`src/rtl/branch_predictor_pkg.sv`:
```
// Shared types for the gshare direction predictor.
package branch_predictor_pkg;

  // 2-bit saturating counter: 00 strong-NT, 01 weak-NT, 10 weak-T, 11 strong-T.
  typedef enum logic [1:0] {
    SNT = 2'b00,
    WNT = 2'b01,
    WT  = 2'b10,
    STK = 2'b11
  } bp_ctr_t;

  localparam bp_ctr_t BP_CTR_INIT = WNT;

endpackage

```
`src/rtl/branch_predictor_sat_ctr2.sv`:
```
// Combinational next state of one 2-bit saturating direction counter.
module sat_ctr2
  import branch_predictor_pkg::*;
(
  input  bp_ctr_t cur,
  input  logic    taken,
  output bp_ctr_t next
);

  // Step toward the resolved direction, holding at either end.
  always_comb begin
    next = cur;
    if (taken) begin
      if (cur != STK) next = bp_ctr_t'(cur + 2'd1);
    end else begin
      if (cur != SNT) next = bp_ctr_t'(cur - 2'd1);
    end
  end

endmodule

```
`src/rtl/branch_predictor.sv`:
```
// Gshare direction predictor: 1-cycle lookup, training on resolved branches,
// non-speculative global history and saturating statistics counters.
module branch_predictor
  import branch_predictor_pkg::*;
#(
  parameter int unsigned IDX_BITS = 6,
  parameter int unsigned GHR_BITS = 6
) (
  input  logic                clk,
  input  logic                rst,
  input  logic                req_valid,
  input  logic [31:0]         req_pc,
  output logic                pred_valid,
  output logic                pred_taken,
  output logic [GHR_BITS-1:0] pred_ghr,
  input  logic                upd_valid,
  input  logic [31:0]         upd_pc,
  input  logic [GHR_BITS-1:0] upd_ghr,
  input  logic                upd_taken,
  input  logic                upd_pred_taken,
  output logic                mispredict,
  output logic [31:0]         branch_count,
  output logic [31:0]         mispredict_count
);

  localparam int unsigned ENTRIES = 1 << IDX_BITS;

  bp_ctr_t             table_q [ENTRIES];
  logic [GHR_BITS-1:0] ghr_q, ghr_d;
  logic                pred_valid_q, pred_valid_d;
  logic                pred_taken_q, pred_taken_d;
  logic [GHR_BITS-1:0] pred_ghr_q, pred_ghr_d;
  logic                mispredict_q, mispredict_d;
  logic [31:0]         branch_count_q, branch_count_d;
  logic [31:0]         mispredict_count_q, mispredict_count_d;

  logic [IDX_BITS-1:0] lk_idx, upd_idx;
  bp_ctr_t             upd_cur, upd_next;
  logic                is_mis;

  // Only the word-index bits of the PCs take part in hashing.
  logic unused_pc_bits;
  assign unused_pc_bits = ^{req_pc[31:IDX_BITS+2], req_pc[1:0],
                            upd_pc[31:IDX_BITS+2], upd_pc[1:0]};

  assign lk_idx  = req_pc[IDX_BITS+1:2] ^ IDX_BITS'(ghr_q);
  assign upd_idx = upd_pc[IDX_BITS+1:2] ^ IDX_BITS'(upd_ghr);
  assign upd_cur = table_q[upd_idx];
  assign is_mis  = upd_taken != upd_pred_taken;

  sat_ctr2 u_sat_ctr2 (
    .cur   (upd_cur),
    .taken (upd_taken),
    .next  (upd_next)
  );

  // Next-state for lookup pipe, history, mispredict pulse and statistics.
  always_comb begin
    pred_valid_d       = req_valid;
    pred_taken_d       = pred_taken_q;
    pred_ghr_d         = pred_ghr_q;
    ghr_d              = ghr_q;
    mispredict_d       = 1'b0;
    branch_count_d     = branch_count_q;
    mispredict_count_d = mispredict_count_q;
    if (req_valid) begin
      pred_taken_d = table_q[lk_idx][1];
      pred_ghr_d   = ghr_q;
    end
    if (upd_valid) begin
      ghr_d        = GHR_BITS'({ghr_q, upd_taken});
      mispredict_d = is_mis;
      if (branch_count_q != '1) branch_count_d = branch_count_q + 32'd1;
      if (is_mis && (mispredict_count_q != '1))
        mispredict_count_d = mispredict_count_q + 32'd1;
    end
  end

  // State registers; the table is read above before this edge writes it.
  always_ff @(posedge clk) begin
    if (rst) begin
      for (int unsigned i = 0; i < ENTRIES; i++) table_q[i] <= BP_CTR_INIT;
      ghr_q              <= '0;
      pred_valid_q       <= 1'b0;
      pred_taken_q       <= 1'b0;
      pred_ghr_q         <= '0;
      mispredict_q       <= 1'b0;
      branch_count_q     <= '0;
      mispredict_count_q <= '0;
    end else begin
      if (upd_valid) table_q[upd_idx] <= upd_next;
      ghr_q              <= ghr_d;
      pred_valid_q       <= pred_valid_d;
      pred_taken_q       <= pred_taken_d;
      pred_ghr_q         <= pred_ghr_d;
      mispredict_q       <= mispredict_d;
      branch_count_q     <= branch_count_d;
      mispredict_count_q <= mispredict_count_d;
    end
  end

  assign pred_valid       = pred_valid_q;
  assign pred_taken       = pred_taken_q;
  assign pred_ghr         = pred_ghr_q;
  assign mispredict       = mispredict_q;
  assign branch_count     = branch_count_q;
  assign mispredict_count = mispredict_count_q;

endmodule

```
`config.mk`:
```
export PLATFORM = sky130hd
export DESIGN_NAME = branch_predictor
export DESIGN_NICKNAME = d
export VERILOG_FILES = /design/src/rtl/branch_predictor_pkg.sv /design/src/rtl/branch_predictor_sat_ctr2.sv /design/src/rtl/branch_predictor.sv
export SDC_FILE = /design/constraint.sdc
export NUM_CORES = 1
export LEC_CHECK = 0
export BUFFER_PORTS_ARGS = -buffer_cell sky130_fd_sc_hd__buf_2
export CAP_MARGIN = 5
export CORE_MARGIN = 2
export CORE_UTILIZATION = 39
export CTS_BUF_LIST = sky130_fd_sc_hd__clkbuf_8 sky130_fd_sc_hd__clkbuf_16
export CTS_CLUSTER_SIZE = 20
export DETAILED_ROUTE_END_ITERATION = 8
export SLEW_MARGIN = 20
export SYNTH_ARGS = -nofsm -noshare
export SYNTH_HDL_FRONTEND = slang
export SYNTH_HIERARCHICAL = 1
export SYNTH_SLANG_ARGS = --single-unit
```
`constraint.sdc`:
```
create_clock -name clk -period 4.2 [get_ports clk]
set_input_delay 0.63 -clock clk [delete_from_list [all_inputs] [get_ports clk]]
set_output_delay 0.63 -clock clk [all_outputs]
set_load 0.02 [all_outputs]
```
# ---- Yosys cells after proc, flatten, opt, wreduce, memory -nomap -nowiden
# Memory sizes are Yosys's and may differ from the RTL's. A register that Yosys moved wholly into a read port is not among the register bits.
# Cells that the tools add are included.
# Widths: inputs -> output; s select.
dict set report word_totals {
  reg_bits 78
  ram_bits 128
  in_bits 76
  wordCells 35
  mem_count 1
}
dict set report classes {
  n_addsub 4
  n_eq_ne 4
  muxes 11
  bitwise_logic 3
  reduce_logical 6
}
# memory depth word_bits rd rd_clocked_by_memory_dff write_ports line_no
set mem_list {}
lappend mem_list {table_q 64 2 2 1 64 branch_predictor.sv:28} ;# bp_ctr_t table_q [ENTRIES];
# operator n
set ops {}
lappend ops {{$add 32x1->32 const B} 2}
lappend ops {{$ne 32x32->1 const B} 2}
lappend ops {{$xor 6x6->6} 2}
lappend ops {{$mux 2} 4}
lappend ops {{$mux 1} 6}
lappend ops {{$mux 6} 1}
lappend ops {{$reduce_and 2->1} 2}
lappend ops {{$reduce_or 2->1} 2}
lappend ops {{$add 2x1->2 const B} 1}
lappend ops {{$ne 2x2->1 const B} 1}
lappend ops {{$reduce_bool 2->1} 1}
lappend ops {{$sub 2x1->2 const B} 1}
lappend ops {{$logic_and 1x1->1} 1}
lappend ops {{$ne 1x1->1} 1}
lappend ops {{$not 1->1} 1}

# ---- Logic depth before layout (Yosys ltp)
# Gate-level depths: netlist of the first run.
# An unclocked memory read counts as a cell.
dict set report logic_depth {
  ltp_word 6
  depth_mapped 13
}

# ---- By module
# The synthesis of the first run kept the hierarchy.
# module instances cells_each area_per_inst_um2 seq_area_each_um2
set by_module_without_submodules {}
lappend by_module_without_submodules {branch_predictor 1 1070 10724.0 5425.2}
lappend by_module_without_submodules {sat_ctr2 1 3 26.3 0.0}

# ---- Worst setup path before layout of the first run
# No wires, ideal clock.
dict set report synth_path {
  path_kind {input-to-reg}
  start {input port upd_ghr[0]}
  end {memory table_q[56][0] (netlist name), data pin}
  setup_time_ns 0.285
  arrival_time_ns 3.662
  required_time_ns 3.915
  setup_slack_ns 0.254
  cell_stages 11
  n_path_buf 2
  cell_sequence {xnor2_2 -> buf_2 -> mux4_2 -> nand2_1 -> nand2_1 -> a22oi_1 -> nand4_1 -> maj3_2 -> buf_1 -> nor4_1 -> nand2_1}
}
# item line_no
set synth_lines {}
lappend synth_lines {{from (decl)} branch_predictor.sv:18} ;# input logic [GHR_BITS-1:0] upd_ghr,
lappend synth_lines {{to (decl)} branch_predictor.sv:28}

==> results of run 1 <==
## per-layer routing
layer,vias to the layer above,GRT usage
met1,4157,0.280
met3,68,0.0377
met4,0,0.0762
li1,4028,-
met5,-,0
met2,290,0.336
## sequential cells by signal (all words and copies together) (netlist names)
register          count
mispredict            1
pred_valid            1
table_q             128
ghr_q                 6
pred_taken            1
pred_ghr              6
branch_count         32
mispredict_count     32
## final cells by class
cell class | instances | area, µm² | area share
well taps | 341 | 427 | 0.0338
inverters | 11 | 41.3 | 0.00327
flip-flops and latches | 207 | 5430 | 0.430
clock buffers | 27 | 631 | 0.0500
multi-input cells | 790 | 5120 | 0.405
clock inverters | 14 | 145 | 0.0115
repair buffers | 138 | 836 | 0.0662
## report_power, final
group / switching, mW / internal [mW] / total (mW)
clock: 0.846 / 1.25 / 2.10
combinational: 0.383 / 0.209 / 0.592
sequential: 0.0249 / 2.19 / 2.22
## cells by family (layout without fill, tap and decap cells)
| logic type | Yosys count | after routing |
|---|---|---|
| AND/OR/NAND/NOR | 509 | 509 |
| flip-flops | 207 | 207 |
| AO/OA/AOI/OAI | 152 | 152 |
| buffers and inverters | 76 | 190 |
| multiplexers | 64 | 64 |
| XOR/XNOR | 61 | 61 |
| adder cells (fa/ha/maj) | 4 | 4 |
## cell usage after synthesis (3+ instances only)
master / number
nor3_1: 28
edfxtp_1: 128
and2_1: 9
and4_1: 10
a21oi_1: 44
inv_1: 11
mux2i_1: 22
nand2b_1: 8
clkbuf_1: 45
nand4_1: 16
nor2b_1: 12
a31o_2: 6
buf_1: 7
buf_2: 11
a21o_1: 66
mux4_2: 32
a211oi_1: 3
xnor2_1: 47
or3_1: 4
and3_1: 10
o21ai_0: 11
xor2_1: 13
nor4b_1: 4
nor2_1: 153
mux2_2: 10
nand2_1: 199
dfxtp_1: 79
nor4_1: 20
a22oi_1: 8
nand3_1: 26
## metrics by stage
step,utilization,instances
after floorplan,-,1073
after global placement,0.438,1487
after detailed placement,0.438,1487
after CTS,0.467,1528
after global routing,0.467,1528
final,0.467,1528
## final timing paths
path,endpoint,from,cells past startpoint,slack [ns]
min reg2reg,pred_ghr[4],pred_ghr[4],2,0.49
max,table_q[61][0],upd_ghr[0],12,0.79
max reg2reg,table_q[61][0],table_q[21][1],9,1.29
min,pred_valid,req_valid,3,0.47
## worst reg2reg max path, delay by kind of cell (launching register included)
family | cells | cell delay (ns)
AO/OA/AOI/OAI | 1 | 0.32
buffers and inverters | 1 | 0.23
AND/OR/NAND/NOR | 5 | 0.75
adder cells (fa/ha/maj) | 1 | 0.44
multiplexers | 1 | 0.47
flip-flops | 1 | 0.41
## cells in the final DEF, fill, tap and decap left out, types with 22 or more instances in the layout
cell and count:
nand2_1 199, a21oi_1 44, xnor2_1 45, nand3_1 26, buf_2 95, buf_4 40
clkbuf_16 23, mux2i_1 22, mux4_2 32, nor2_1 153, edfxtp_1 128, a21o_1 66
dfxtp_1 79
==> run summary, run 1 <==
outcome -> finished, final reports clean
sequential fraction of the synthesis area -> 0.505
Vias -> 8543
Worst Path Arrival -> 3.66 ns
maxcap violations -> 0
post-synth top area cell -> edfxtp_1
fmax -> 293 MHz
Post-Synth Simple-Gate Area -> 0.217
initial antenna violation count -> 0
pin count of the biggest net entering global routing -> 87
Final WS setup -> 0.789 ns
critical path cell sequence -> buf_2 > xnor2_4 > buf_12 > mux4_2 > nand2_1 > nand2_1 > a22oi_1 > nand4_1 > maj3_2 > nor4_1 > buf_4 > nand2_1
Top Family by Delay on Critical Path -> simple AND/OR/NAND/NOR gates
Post-Synth Adder-Cell Area -> 0.00442
Post-DRT Antenna Nets -> 0
total CTS buffers -> 23
Pwr Total -> 4.91 mW
cell repeated most along the worst path -> nand2_1
Post-CTS Resized -> 0
share of layout cells above drive strength 1 -> 0.207
crit path kind -> in2reg
WL final -> 30100 µm
WP buf/inv -> 3
clock tree buffer depth -> 3
syn nets -> 1151
Unique masters post-synth -> 52
chip width -> 170 µm
Final Hold Fails -> 0
placed instance area -> 11800 µm²
# diodes -> 0
Final Skew -> 0.0203 ns
mux contribution to synthesized area -> 0.0980
Filler cells -> 2547
peak fanout along the critical path -> 9
post-DP HPWL -> 20300 µm
Post-Syn Area -> 10800 µm²
IO buf count -> 96
row count -> 60
Place WS -> 0.344 ns
CP startpoint kind -> input pin
CP max-delay cell -> mux4_2
Yosys reg bits -> 207
CTS tree -> yes
Worst path max stage delay -> 0.50 ns
Post-synth EDFFs -> 128
DR DRC count -> 0
postcts setup bufs -> 0
fin nets -> 1249
Layout area overhead -> 17.4%
synthesis warning total -> 6
main combinational cell family by area after synthesis -> simple AND/OR/NAND/NOR gates
clock-pin slew of the registers on the worst-case setup and hold paths -> 0.06 ns
compound-gate portion of the synthesized area -> 0.0974
die height -> 170 µm
cell area after layout -> 12600 µm²
Slew @ Worst Pin -> 1.13 ns
metal2 WL -> 14200 µm
relative slew slack -> 0.242
Tightest Hold Check Type -> in2reg
DR WL met3 -> 2120 µm
peak supply drop -> 0.275 mV
xor and xnor area share after synthesis -> 0.0504
Tcrit/Tclk final -> 0.812
die area -> 28900 µm²
Slew Limit Fails -> 0
Mapped Cells -> 1073
minimum clock period -> 3.41 ns
unrepaired setup endpoints after global routing -> false
DRT iter0 DRCs -> 667
total global-route track usage -> 0.208
cts-stage hold buffer count -> 0
Pre-antenna DRT Iters -> 6
Leak -> 4.81 nW
clock tree sinks -> 207
Setup violations, final -> 0
worst-skew pair later-pin latency -> 0.53 ns
Final Wtd Congestion -> 0.854
Avg WL per Cell -> 19.7 µm
Hold WS -> 0.473 ns
first-pass GRT wire length -> 46600 µm
core area -> 27000 µm²
drt via density -> 5.59
CP required -> 4.44 ns
clk root buf -> clkbuf_16
global route overflow -> 0
number of global-route vias before repair -> 8306
pwr/cell area -> 389 nW/µm²
Synth top area share -> 0.358
setup TNS -> 0 ns
main area contributors after synthesis -> edfxtp_1, dfxtp_1, nand2_1
ys flop type -> edfxtp_1
Max H-tree Level -> 1
starting density of the core -> 0.398
ys async rst share -> 0
highest routed layer -> met4
Setup crit end kind -> flop
wire length on met1 -> 12800 µm
I/O pin count -> 149
syn avg cell area -> 10.0 µm²
(Power assumes the default switching activity.)
==> inputs of run 2 (changes only) <==
- clock period: 4.2 -> 3.56 ns (I/O delays scaled with it)
==> run 2 against run 1 <==
Largest power group unchanged; sequential share of layout area is 0.61 points lower; via count is 1.2% higher; utilization is 0.68 points higher; cell area is 1.4% higher; register-to-register slack worse by 0.45 ns; count of clock-buffer cells in the layout is 2 higher; non-clock buffer count is 19 higher; sequential cell count stayed put; critical path depth stayed put; clock power is 16% higher; first-iteration DRC count is 0.30% higher; total power is 18% higher.
==> run summary, run 2 (synthesized netlist as in run 1, its figures left out) <==
minimum clock period -> 2.99 ns
starting density of the core -> 0.398
Final Skew -> 0.0121 ns
first-pass GRT wire length -> 46400 µm
Vias -> 8644
clock tree sinks -> 207
clock-pin slew of the registers on the worst-case setup and hold paths -> 0.06 ns
largest reg by FF count -> table_q
worst-skew pair later-pin latency -> 0.51 ns
DRT iter0 DRCs -> 669
Tightest Hold Check Type -> in2reg
CP startpoint kind -> input pin
unrepaired setup endpoints after global routing -> false
fmax -> 335 MHz
WL final -> 29800 µm
row count -> 60
post-DP HPWL -> 21000 µm
postcts setup bufs -> 0
die area -> 28900 µm²
core area -> 27000 µm²
clock tree buffer depth -> 3
fin nets -> 1269
max reg flops -> 128
outcome -> finished, final reports clean
CP required -> 3.79 ns
crit path kind -> in2reg
Final Wtd Congestion -> 0.907
share of layout cells above drive strength 1 -> 0.219
IO buf count -> 96
die height -> 170 µm
Slew @ Worst Pin -> 0.967 ns
Post-CTS Resized -> 0
DR DRC count -> 0
initial antenna violation count -> 1
Worst Path Arrival -> 3.22 ns
pin count of the biggest net entering global routing -> 86
Max H-tree Level -> 1
I/O pin count -> 149
Tcrit/Tclk final -> 0.839
Leak -> 4.93 nW
Slew Limit Fails -> 0
cts-stage hold buffer count -> 0
Avg WL per Cell -> 19.2 µm
maxcap violations -> 0
number of global-route vias before repair -> 8323
setup TNS -> 0 ns
Pre-antenna DRT Iters -> 5
commonest non-fill, non-tap cells in the layout -> nand2_1, nor2_1, edfxtp_1
relative slew slack -> 0.355
CTS tree -> yes
drt via density -> 5.58
total CTS buffers -> 24
peak fanout along the critical path -> 15
Final Hold Fails -> 0
commonest non-fill, non-tap cell in the layout -> nand2_1
Setup crit end kind -> flop
Pwr Total -> 5.78 mW
global route overflow -> 0
Layout area overhead -> 19.1%
clk root buf -> clkbuf_16
peak supply drop -> 0.370 mV
Setup violations, final -> 0
total global-route track usage -> 0.206
Post-DRT Antenna Nets -> 0
chip width -> 170 µm
pwr/cell area -> 451 nW/µm²
run 2: stage by stage:
stage / hold slack, ns / std cells / utilization / area (µm²) / setup slack (ns)
final: 0.380 / 1550 / 0.474 / 12800 / 0.571
after global routing: 0.377 / 1550 / 0.474 / 12800 / 0.448
after CTS: 0.367 / 1549 / 0.474 / 12800 / 0.602
after detailed placement: 0.476 / 1506 / 0.445 / 12000 / 0.0642
after global placement: 0.470 / 1506 / 0.445 / 12000 / 0.0818
after floorplan: 0.525 / 1073 / - / 10800 / -0.0915
run 2: power breakdown:
| group | internal (mW) | leakage (nW) | switching [mW] |
|---|---|---|---|
| logic | 0.269 | 2.72 | 0.456 |
| clock network | 1.49 | 0.419 | 0.954 |
| registers | 2.59 | 1.78 | 0.0270 |
| total | 4.34 | 4.93 | 1.44 |
run 2: per-layer routing:
metal / up-vias / GRT usage / share of wire / routed length, µm
met3: 77 / 0.0302 / 0.068 / 2040
met4: 0 / 0.0818 / 0.039 / 1170
met2: 333 / 0.340 / 0.47 / 14100
met5: - / 0 / 0 / 0
li1: 4066 / - / - / -
met1: 4168 / 0.275 / 0.42 / 12500
run 2: final cells by class:
| cell class | instances | area, µm² |
|---|---|---|
| Clock inverter | 14 | 108 |
| Clock buffer | 29 | 681 |
| Inverter | 11 | 41.3 |
| Antenna cell | 1 | 2.50 |
| Tap cell | 341 | 427 |
| Timing Repair Buffer | 157 | 991 |
| Multi-Input combinational cell | 790 | 5130 |
| Fill cell | 2497 | 14200 |
| Sequential cell | 207 | 5430 |
run 2: final timing paths:
| kind | start | end | slack [ns] | cells after the start |
|---|---|---|---|---|
| min | rst | branch_count[31] | 0.38 | 2 |
| min reg2reg | pred_ghr[1] | pred_ghr[1] | 0.49 | 2 |
| max | upd_ghr[0] | table_q[23][0] | 0.57 | 12 |
| max reg2reg | table_q[54][1] | table_q[23][0] | 0.84 | 9 |
run 2: critical path, stage by stage:
cell and delay [ns]:
buf_2 0.13, xnor2_4 0.24, buf_12 0.21, mux4_2 0.54
nand2_1 0.08, nand2_1 0.07, a22oi_1 0.24, nand4_1 0.16
maj3_2 0.42, nor3_1 0.29, buf_4 0.23, nand2_1 0.07
